`config.mk`:
```
export PLATFORM = sky130hd
export DESIGN_NAME = horner_poly_eval
export DESIGN_NICKNAME = d
export VERILOG_FILES = /design/src/rtl/horner_pkg.sv /design/src/rtl/horner_sat.sv /design/src/rtl/horner_poly_eval.sv
export SDC_FILE = /design/constraint.sdc
export NUM_CORES = 1
export LEC_CHECK = 0
export ABC_AREA = 1
export ABC_CLOCK_PERIOD_IN_PS = 8100
export CORE_ASPECT_RATIO = 0.6
export CORE_UTILIZATION = 45
export CTS_CLUSTER_SIZE = 28
export DETAILED_ROUTE_END_ITERATION = 8
export SLEW_MARGIN = 20
export SYNTH_ARGS = -nofsm -noshare
export SYNTH_HDL_FRONTEND = slang
export SYNTH_SLANG_ARGS = --single-unit
export TNS_END_PERCENT = 50
```
`constraint.sdc`:
```
create_clock -name clk_i -period 8.1 [get_ports clk_i]
set_input_delay 2.43 -clock clk_i [delete_from_list [all_inputs] [get_ports clk_i]]
set_output_delay 2.43 -clock clk_i [all_outputs]
set_load 0.005 [all_outputs]
```
`src/rtl/horner_pkg.sv`:
```
// rtl/horner_pkg.sv - shared FSM encoding and saturation helper for the Horner evaluator
package horner_pkg;

    typedef enum logic [1:0] {
        ST_IDLE = 2'd0,
        ST_MUL  = 2'd1,
        ST_ADD  = 2'd2,
        ST_DONE = 2'd3
    } state_e;

    localparam int SAT_W = 64;

    // True when v lies outside the signed range of a wl-bit word.
    function automatic logic sat_hit(input logic signed [SAT_W-1:0] v, input int wl);
        logic signed [SAT_W-1:0] hi;
        logic signed [SAT_W-1:0] lo;
        hi = (64'sd1 <<< (wl - 1)) - 64'sd1;
        lo = -hi - 64'sd1;
        return (v > hi) || (v < lo);
    endfunction

endpackage

```
`src/rtl/horner_sat.sv`:
```
// rtl/horner_sat.sv - combinational signed clamp from WLin to WLout bits with a hit flag
module horner_sat
    import horner_pkg::*;
#(
    parameter int WLin  = 22,
    parameter int WLout = 16
) (
    input  logic signed [WLin-1:0]  din_i,
    output logic signed [WLout-1:0] dout_o,
    output logic                    sat_hit_o
);

    logic hit;

    always_comb begin
        hit = sat_hit(SAT_W'(din_i), WLout);
        if (hit) begin
            // Clamp toward the sign of the input: 100..0 for negative, 011..1 for positive.
            dout_o = {din_i[WLin-1], {(WLout-1){~din_i[WLin-1]}}};
        end else begin
            dout_o = din_i[WLout-1:0];
        end
        sat_hit_o = hit;
    end

endmodule

```
`src/rtl/horner_poly_eval.sv`:
```
// rtl/horner_poly_eval.sv - Horner-form polynomial evaluator, one shared multiplier and adder
module horner_poly_eval
    import horner_pkg::*;
#(
    parameter int WLx    = 6,
    parameter int WLc    = 4,
    parameter int ORDER  = 3,
    parameter int WLacc  = 16,
    parameter int FRAC   = 0,
    parameter int WLaddr = $clog2(ORDER + 1)
) (
    input  logic                    clk_i,
    input  logic                    rst_ni,
    input  logic                    coef_we_i,
    input  logic [WLaddr-1:0]       coef_addr_i,
    input  logic signed [WLc-1:0]   coef_data_i,
    input  logic                    in_valid_i,
    output logic                    in_ready_o,
    input  logic signed [WLx-1:0]   x_i,
    output logic                    out_valid_o,
    input  logic                    out_ready_i,
    output logic signed [WLacc-1:0] y_o,
    output logic                    ovf_o,
    output logic                    busy_o
);

    localparam int WLP = WLacc + WLx;
    localparam int WLS = WLacc + 1;

    state_e                  state_q;
    logic signed [WLc-1:0]   coef_q [0:ORDER];
    logic signed [WLx-1:0]   x_q;
    logic signed [WLacc-1:0] acc_q;
    logic signed [WLacc-1:0] prod_q;
    logic [WLaddr-1:0]       step_q;
    logic signed [WLacc-1:0] y_q;
    logic                    ovf_q;
    logic                    out_valid_q;
    logic                    in_ready_q;
    logic                    busy_q;

    logic signed [WLP-1:0]   prod_full;
    logic signed [WLS-1:0]   sum_full;
    logic signed [WLacc-1:0] prod_d;
    logic signed [WLacc-1:0] acc_d;
    logic                    mul_hit;
    logic                    add_hit;
    logic                    coef_addr_ok;

    // WLP bits hold any WLacc x WLx signed product exactly, so the shift sees the true value.
    assign prod_full    = (WLP'(acc_q) * WLP'(x_q)) >>> FRAC;
    assign sum_full     = WLS'(prod_q) + WLS'(coef_q[step_q]);
    assign coef_addr_ok = (32'(coef_addr_i) <= ORDER);

    horner_sat #(
        .WLin  (WLP),
        .WLout (WLacc)
    ) u_mul_sat (
        .din_i     (prod_full),
        .dout_o    (prod_d),
        .sat_hit_o (mul_hit)
    );

    horner_sat #(
        .WLin  (WLS),
        .WLout (WLacc)
    ) u_add_sat (
        .din_i     (sum_full),
        .dout_o    (acc_d),
        .sat_hit_o (add_hit)
    );

    always_ff @(posedge clk_i or negedge rst_ni) begin
        if (!rst_ni) begin
            state_q     <= ST_IDLE;
            coef_q      <= '{default: '0};
            x_q         <= '0;
            acc_q       <= '0;
            prod_q      <= '0;
            step_q      <= '0;
            y_q         <= '0;
            ovf_q       <= 1'b0;
            out_valid_q <= 1'b0;
            in_ready_q  <= 1'b1;
            busy_q      <= 1'b0;
        end else begin
            case (state_q)
                ST_IDLE: begin
                    if (coef_we_i && coef_addr_ok) begin
                        coef_q[coef_addr_i] <= coef_data_i;
                    end
                    // acc loads the pre-write c0 even if c0 is written on this same edge.
                    if (in_valid_i) begin
                        x_q        <= x_i;
                        acc_q      <= WLacc'(coef_q[0]);
                        step_q     <= WLaddr'(1);
                        ovf_q      <= 1'b0;
                        in_ready_q <= 1'b0;
                        busy_q     <= 1'b1;
                        state_q    <= ST_MUL;
                    end
                end
                ST_MUL: begin
                    prod_q  <= prod_d;
                    ovf_q   <= ovf_q | mul_hit;
                    state_q <= ST_ADD;
                end
                ST_ADD: begin
                    acc_q <= acc_d;
                    ovf_q <= ovf_q | add_hit;
                    if (step_q == WLaddr'(ORDER)) begin
                        y_q         <= acc_d;
                        out_valid_q <= 1'b1;
                        state_q     <= ST_DONE;
                    end else begin
                        step_q  <= step_q + WLaddr'(1);
                        state_q <= ST_MUL;
                    end
                end
                ST_DONE: begin
                    if (out_ready_i) begin
                        out_valid_q <= 1'b0;
                        in_ready_q  <= 1'b1;
                        busy_q      <= 1'b0;
                        state_q     <= ST_IDLE;
                    end
                end
                default: begin
                    state_q <= ST_IDLE;
                end
            endcase
        end
    end

    assign in_ready_o  = in_ready_q;
    assign out_valid_o = out_valid_q;
    assign y_o         = y_q;
    assign ovf_o       = ovf_q;
    assign busy_o      = busy_q;

endmodule

```
== Word level (Yosys, flattened, before mapping) ==
Index checks and enable logic that the tools add are counted.
Word-level totals
  flip-flop bits (word level): 78
  output and inout bits: 20
  word-level logic and storage cells: 80
Operators by class
  add/sub/neg operators: 2
  $mul: 1
  order comparisons: 7
  equal/unequal tests: 8
  multiplexer cells: 25
  bitwise operators: 6
  reductions and logical operators: 17
Operators by type and width (count)
  two-way mux 16 bit: 3
  case mux 16 bit (2 select lines): 1
  greater-than comparator 22 x 16 -> 1 bit, second input constant: 1
  < comparator 22 x 16 -> 1 bit, second input constant: 1
  multiplier 16 x 6 -> 22 bit: 1
  adder 16 x 4 -> 17 bit: 1
  greater-than comparator 17 x 16 -> 1 bit, second input constant: 1
  < comparator 17 x 16 -> 1 bit, second input constant: 1
  bitwise mux 16 bit: 1
  two-way mux 4 bit: 3
  AND reduction 2 bit: 6
  AND reduction 3 bit: 3
  binary-select mux 4 bit (select 2 bit): 1
  demux 4 bit (select 2 bit): 1
  two-way mux 2 bit: 4
  inequality test 2 bit, second input constant: 4
  case mux 2 bit (4 select lines): 1
  equality test 2 bit, second input constant: 3
  >= comparator 3 bit, second input constant: 2
  inverter 2 -> 3 bit: 2
  case mux 1 bit (2 select lines): 3
  nonzero test 2 bit: 3
  two-way mux 1 bit: 5
  case mux 2 bit (2 select lines): 1
  other kinds (10): 13

== Longest topological paths before layout ==
Gate-level depths: netlist of the first run.
  depth after elaboration: 9
  gate-level depth with buffers: 30
  mapped depth without buffers: 28

== Modules after synthesis ==
From an unflattened synthesis of the first run, not the netlist that was laid out.
Second synthesis, totals
  cells, all modules: 1079
  area total of the unflattened synthesis: 7971.4 µm²
Modules (own cells, without submodules)
  horner_poly_eval: times used 1, cells an instance 994, area each 7574.8 µm²
  horner_sat at u_mul_sat: times used 1, cells an instance 47, area each 215.2 µm²
  horner_sat at u_add_sat: times used 1, cells an instance 38, area each 181.4 µm²

== Worst setup path before layout of the first run ==
Ideal clock, no wire load.
  kind: flip-flop to flip-flop
  start: register x_q[4]
  end: register prod_q[14]
  arrival time: 4.657 ns
  required time: 7.982 ns
  slack: 3.324 ns
  stages on the path, launching flop included: 26
  path buffers: 3
  period minus slack after synthesis: 4.776 ns
  cells stage by stage: dfrtp_1 clkbuf_1 clkbuf_1 nand2_1 fa_1 fa_1 inv_1 fa_1 fa_1 inv_1 fa_1 inv_1 nand3_1 nand2_2 nand2_1 nand2_2 nand3_2 nand2_1 nand2_1 nand2_1 nand4_1 nand2_1 nand2_2 buf_6 a21oi_2 nor2_2
On the way
  cells in the longest elaborated chain, start to end: 4
  elaborated cells between the ends (all ways): 6
  classes of those cells: mul: 1; order compare: 2; mux: 1; bitwise: 1; reduce/logical: 1
Ends and longest elaborated chain
  start, declared: line horner_poly_eval.sv:32  | logic signed [WLx-1:0] x_q;
  start signal, assigned: line horner_poly_eval.sv:94  | x_q <= x_i;
  multiplier 16 x 6 -> 22 bit *: line horner_poly_eval.sv:51  | assign prod_full = (WLP'(acc_q) * WLP'(x_q)) >>> FRAC;
  greater-than comparator 22 x 16 -> 1 bit / < comparator 22 x 16 -> 1 bit (equally long branches): line horner_pkg.sv:19  | return (v > hi) || (v < lo);
  logical OR 1 bit: line horner_pkg.sv:19
  two-way mux 16 bit *: line horner_sat.sv:17  | if (hit) begin
  end signal, assigned: line horner_poly_eval.sv:104  | prod_q <= prod_d;
  end, declared: line horner_poly_eval.sv:34  | logic signed [WLacc-1:0] prod_q;
Mark *: on every way between the ends. The rest lies on a longest branch, timed or not.
A chain may end at the register's enable or synchronous reset.

== Final worst setup path of the first run ==
  start: register x_q[5]
  end: register ovf_q, in the netlist ovf_o
On the way
  cells in the longest elaborated chain, start to end: 5
  elaborated cells between the ends (all ways): 6
  classes of those cells: mul: 1; order compare: 2; mux: 1; bitwise: 1; reduce/logical: 1
Ends and longest elaborated chain
  multiplier 16 x 6 -> 22 bit *: line horner_poly_eval.sv:51
  greater-than comparator 22 x 16 -> 1 bit / < comparator 22 x 16 -> 1 bit (equally long branches): line horner_pkg.sv:19
  logical OR 1 bit *: line horner_pkg.sv:19
  OR 1 bit *: line horner_poly_eval.sv:105  | ovf_q <= ovf_q | mul_hit;
  case mux 1 bit (3 select lines) *: line horner_poly_eval.sv:87  | case (state_q)
  end signal, assigned: line horner_poly_eval.sv:105
  end signal, assigned: line horner_poly_eval.sv:110  | ovf_q <= ovf_q | add_hit;
  end, declared: line horner_poly_eval.sv:37  | logic ovf_q;
Marks and branches as above.

==> results of run 1 <==
## per-stage QoR
stage / cells / util / hold WS, ns
floorplan: 1040 / - / 0.448
global placement: 1289 / 0.492 / 0.464
detailed placement: 1289 / 0.492 / 0.465
CTS: 1305 / 0.510 / 0.483
global route: 1305 / 0.511 / 0.503
finish: 1305 / 0.511 / 0.476
## routing by layer
layer  track usage  up-vias  routed length, µm
met2         0.270      253               6930
li1              -     3250                  -
met4        0.0348        0                138
met3        0.0618       12               1910
met5             0        -                  0
met1         0.425     3050              11500
## worst max-delay path, stage by stage (launching register included)
cell,delay [ns]
dfrtp_1,0.37
inv_1,0.27
or2_2,0.39
fa_1,0.51
fa_1,0.56
inv_1,0.06
fa_1,0.50
fa_1,0.59
inv_1,0.09
fa_1,0.45
inv_1,0.09
nand3_1,0.08
nand2_2,0.11
nand3_1,0.10
nand3_1,0.09
nand2_1,0.05
nand2_1,0.09
nand2_1,0.06
nor2_1,0.12
nand3_2,0.14
nand2_4,0.20
nand2_1,0.13
nand2_1,0.08
nand2_1,0.05
nand2_1,0.05
nand2_1,0.04
## registers in the layout, summed over array words and instances, names as in the netlist
signal       cells
acc_q           16
busy_o           1
coef_q          16
in_ready_o       1
out_valid_o      1
ovf_o            1
prod_q          16
state_q          2
step_q           2
x_q              6
y_o             16
## cell type report
cell class	instances	area, µm²
timing repair buffer	38	373
multi-input combinational	750	5100
clock buffer	11	243
sequential	78	1950
inverter	189	712
clock inverter	5	81.3
fill	1700	8380
tap	234	293
## placed cells by master, fill, tap and decap left out, drive strengths merged, types with 7 or more instances in the layout
master	synthesis	routed
a21oi	62	62
nor2	107	107
nand3	32	32
o21ai	50	50
fa	67	67
nand2	301	301
xnor2	10	10
inv	187	188
nor3	7	7
dfrtp	77	77
xor2	17	17
clkbuf	16	11
clkdlybuf4s50	0	35
ha	62	62
## worst max-delay path by stage
stage | endpoint | slack [ns] | from
after floorplan | prod_q[14] | 3.32 | x_q[4]
after global placement | ovf_o | 2.80 | x_q[5]
after detailed placement | ovf_o | 2.77 | x_q[5]
after CTS | ovf_o | 2.73 | x_q[5]
after global routing | ovf_o | 2.30 | x_q[5]
final | ovf_o | 2.70 | x_q[5]
## cells by family after synthesis
family	after synthesis	synth area share
xor gates and xnor gates	27	0.0310
adders and majority gates	129	0.269
and+or+nand+nor	458	0.245
AOI/OAI and AO/OA	135	0.100
DFF	78	0.248
muxes	1	0.00143
buffers and inverters	212	0.106
==> flow_summary.json, run 1 <==
{
  "startpoint_type": "flip-flop",
  "report.final.slew_viol_count": 0,
  "drc": 0,
  "totalWireLength_um": 20500,
  "area_delta_synth_final_pct": 11.1,
  "rr_worst_depth": 25,
  "synth-seq-area-share": 0.248,
  "synth_most_common_cell": "nand2_1",
  "cts_tree": "done",
  "synth_seq_cells": 78,
  "synthTopCellsByArea": "dfrtp_1, fa_1, nand2_1, ha_1, inv_1",
  "grt_pass1_wl_um": 33100,
  "path_clk_slew_ns": 0.06,
  "worstPathArrival_ns": 5.61,
  "synth_flop_cell": "dfrtp_1",
  "fmax_ghz": 0.185,
  "place.gp.congestion": 0.861,
  "drive_gt1_frac": 0.0794,
  "io_pins": 37,
  "cp_max_fo": 17,
  "die_w_um": 173,
  "n_antenna_cell": 0,
  "status": "finished, final reports clean",
  "critPathKind": "flip-flop to flip-flop",
  "reg2reg_slack_ns": 2.70,
  "hp-start": "y_o[5]",
  "tns_ns": 0,
  "drtIter0Drc": 602,
  "avgViaCountPerCell": 5.03,
  "clockRootBuffer": "clkbuf_16",
  "worstMarginPinSlew_ns": 0.973,
  "synth_edf_count": 0,
  "cp-end-kind": "flip-flop",
  "yosysTopAreaCellShare": 0.245,
  "initial_core_util": 0.460,
  "grt_pass1_vias": 5934,
  "netlist_area_um2": 7880,
  "fin_area_um2": 8750,
  "synthesis.nets": 1186,
  "ctsHoldBuffers": 0,
  "die_h_um": 104,
  "hold_violations": 0,
  "rows": 37,
  "fin_crit_ns": 5.40,
  "rsz0062_at_grt": "no",
  "r2r_end": "ovf_o",
  "drtPass1Iterations": 5,
  "drv_cap": 0,
  "grt_use_total": 0.240,
  "ant_nets": 0,
  "setup_viol": 0,
  "post_drt_wl_per_cell_um": 15.7,
  "holdPathEnd": "y_o[5]",
  "place_area_um2": 8420,
  "antenna_found_initial": 0,
  "fin_skew_ns": 0.00840,
  "grt_max_degree": 55,
  "synth_cell_types": 42,
  "synth_top_area_cell": "dfrtp_1",
  "syn_inst": 1040,
  "critPathRequiredTime_ns": 8.31,
  "via_count": 6565,
  "synth_commonest_cells": "nand2_1, inv_1, nor2_1, dfrtp_1, fa_1",
  "htreeDepth": 3,
  "avgSynthCellArea_um2": 7.57,
  "nNetsFinal": 1212,
  "dp_hpwl_um": 16500,
  "async_flop_share": 1.00,
  "post_cts_buffers": 0,
  "clkSinkCount": 78,
  "clk_latency_ns": 0.34,
  "die-area_um2": 18100,
  "slew_headroom": 0.351,
  "place_ws_ns": 2.77,
  "fin_crit_sh": 0.667,
  "post_cts_resized": 0,
  "core_um2": 17100,
  "numPortBuffers": 36,
  "reg2reg_from": "x_q[5]",
  "clk_path_buf_depth": 2,
  "yosys_warnings": 0,
  "overflow": 0,
  "hold_depth": 2,
  "hold_path_class": "flip-flop to flip-flop",
  "setup_ws_ns": 2.70,
  "cts_buffers": 9
}
Power of run 1 is not shown: default switching activity piles up to over one toggle a cycle in this logic, so the estimate is an artifact.
==> inputs of run 2 (changes only) <==
--- a/config.mk
+++ b/config.mk
@@ -6,7 +6,7 @@
 export NUM_CORES = 1
 export LEC_CHECK = 0
 export ABC_AREA = 1
-export ABC_CLOCK_PERIOD_IN_PS = 8100
+export ABC_CLOCK_PERIOD_IN_PS = 4580
 export CORE_ASPECT_RATIO = 0.6
 export CORE_UTILIZATION = 45
 export CTS_CLUSTER_SIZE = 28
==> constraint.sdc (replaced) <==
create_clock -name clk_i -period 4.58 [get_ports clk_i]
set_input_delay 1.374 -clock clk_i [delete_from_list [all_inputs] [get_ports clk_i]]
set_output_delay 1.374 -clock clk_i [all_outputs]
set_load 0.005 [all_outputs]
==> flow_summary.json, run 2 (synthesis results as in run 1) <==
{
  "drtPass1Iterations": 8,
  "die-area_um2": 18100,
  "place_area_um2": 9020,
  "crit_buf_inv": 5,
  "die_h_um": 104,
  "place.gp.congestion": 0.931,
  "status": "finished with violations",
  "setup_viol": 16,
  "fillers": 1584,
  "reg2reg_slack_ns": -0.05,
  "fin_area_um2": 9850,
  "critPathRequiredTime_ns": 4.82,
  "clk_path_buf_depth": 2,
  "reg2reg_from": "x_q[0]",
  "slowest_stage": "fa_2",
  "cp_max_fo": 8,
  "numPortBuffers": 36,
  "grt_pass1_vias": 6442,
  "violations": "negative setup slack",
  "fin_crit_sh": 1.01,
  "startpoint": "x_q[0]",
  "setup_ws_ns": -0.0530,
  "startpoint_type": "flip-flop",
  "drive_gt1_frac": 0.218,
  "hold_path_class": "flip-flop to flip-flop",
  "drc": 0,
  "slew_headroom": 0.331,
  "grt_max_degree": 64,
  "initial_core_util": 0.460,
  "antenna_found_initial": 0,
  "ant_nets": 0,
  "fin_crit_ns": 4.63,
  "cp-end-kind": "flip-flop",
  "tns_ns": -0.603,
  "hp-start": "y_o[2]",
  "path_clk_slew_ns": 0.07,
  "worstPathArrival_ns": 4.87,
  "crit_family": "adder cells",
  "nNetsFinal": 1304,
  "core_um2": 17100,
  "max_stage_delay_ns": 0.60,
  "overflow": 0,
  "die_w_um": 173,
  "area_delta_synth_final_pct": 25.1,
  "n_antenna_cell": 0,
  "drtIter0Drc": 661,
  "totalWireLength_um": 21900,
  "cts_tree": "done",
  "rows": 37,
  "dp_hpwl_um": 17300,
  "fmax_ghz": 0.216,
  "rsz0062_at_grt": "yes",
  "worstMarginPinSlew_ns": 0.995,
  "post_drt_wl_per_cell_um": 15.7,
  "place_ws_ns": -0.354,
  "htreeDepth": 3,
  "hold_violations": 0,
  "layout_commonest_cell": "nand2_1",
  "grt_use_total": 0.258,
  "cp_cell_sequence": "nand2_1 -> inv_1 -> fa_1 -> inv_2 -> fa_1 -> inv_2 -> fa_1 -> fa_2 -> inv_2 -> fa_2 -> inv_2 -> nand3_2 -> nand2_2 -> nand2_2 -> nand2_2 -> nand3_2 -> nand2_1 -> nand2_1 -> nand2_2 -> nand4_1 -> nand2_2 -> nand2_4 -> a21oi_2 -> nor2_2",
  "worst_hold_slack_ns": 0.476,
  "fin_skew_ns": 0.0130,
  "clockRootBuffer": "clkbuf_16",
  "report.final.slew_viol_count": 0,
  "clk_latency_ns": 0.36,
  "via_count": 6925,
  "clkSinkCount": 78,
  "cts_buffers": 9,
  "critPathKind": "flip-flop to flip-flop",
  "crit_path_frequent_cell": "nand2_2",
  "grt_pass1_wl_um": 35900,
  "drv_cap": 0,
  "final_cell_mix": "nand2_1, inv_1, buf_4",
  "io_pins": 37,
  "avgViaCountPerCell": 4.96
}
run 2: changes by cell type in the layout (fill, tap and decap cells not counted), moves of 8 or more:
cell     previous run  this run
buf_4               3        91
nand2_1           282       271
nand2_2            17        25
a21oi_2             8        20
a21oi_1            54        41
nor2_1             95        87
ha_1               62        41
ha_4                0        19
run 2: area by class of cell:
class / count / area, µm² / area share
Multi-Input combinational cell: 751 / 5530 / 0.562
Sequential cell: 78 / 1960 / 0.199
Clock buffer: 10 / 229 / 0.0232
Timing Repair Buffer: 129 / 1080 / 0.110
Clock inverter: 6 / 38.8 / 0.00394
Tap cell: 234 / 293 / 0.0297
Inverter: 189 / 712 / 0.0723
run 2: repair_timing:
action,CTS,global route
endpoints found under the setup margin,17,17
resized for setup,50,40
hold buffers,0,0
buffers inserted,8,5
cloned,1,0
pin swaps,38,29
run 2: worst register-to-register path, stage by stage (launching register included):
cell     delay, ns
dfrtp_2       0.45
nand2_1       0.07
inv_1         0.05
fa_1          0.55
inv_2         0.05
fa_1          0.55
inv_2         0.05
fa_1          0.49
fa_2          0.60
inv_2         0.05
fa_2          0.37
inv_2         0.07
nand3_2       0.06
nand2_2       0.11
nand2_2       0.06
nand2_2       0.08
nand3_2       0.06
nand2_1       0.07
nand2_1       0.06
nand2_2       0.07
nand4_1       0.09
nand2_2       0.17
nand2_4       0.14
a21oi_2       0.15
nor2_2        0.04
run 2: routing by layer:
layer	global-route usage	routed length, µm
met1	0.455	12000
met2	0.303	7730
met3	0.0588	1940
met5	0	0
met4	0.0386	193
run 2: stage by stage:
| step | utilization | cells |
|---|---|---|
| 3_5_place_dp | 0.527 | 1367 |
| 4_1_cts | 0.561 | 1392 |
| 5_1_grt | 0.575 | 1397 |
| 3_3_place_gp | 0.527 | 1367 |
| 6_report | 0.575 | 1397 |
| 2_1_floorplan | - | 1040 |
run 2: path summary, 6_finish.rpt:
kind	to	depth (start not counted)
worst max-delay path	prod_q[7]	24
worst min-delay path	y_o[2]	1
worst max register to register	prod_q[7]	24
worst min register to register	y_o[2]	1
max in group asynchronous	x_q[4]	2
min in group asynchronous	state_q[0]	1
Power of run 2 is left out for the same reason.
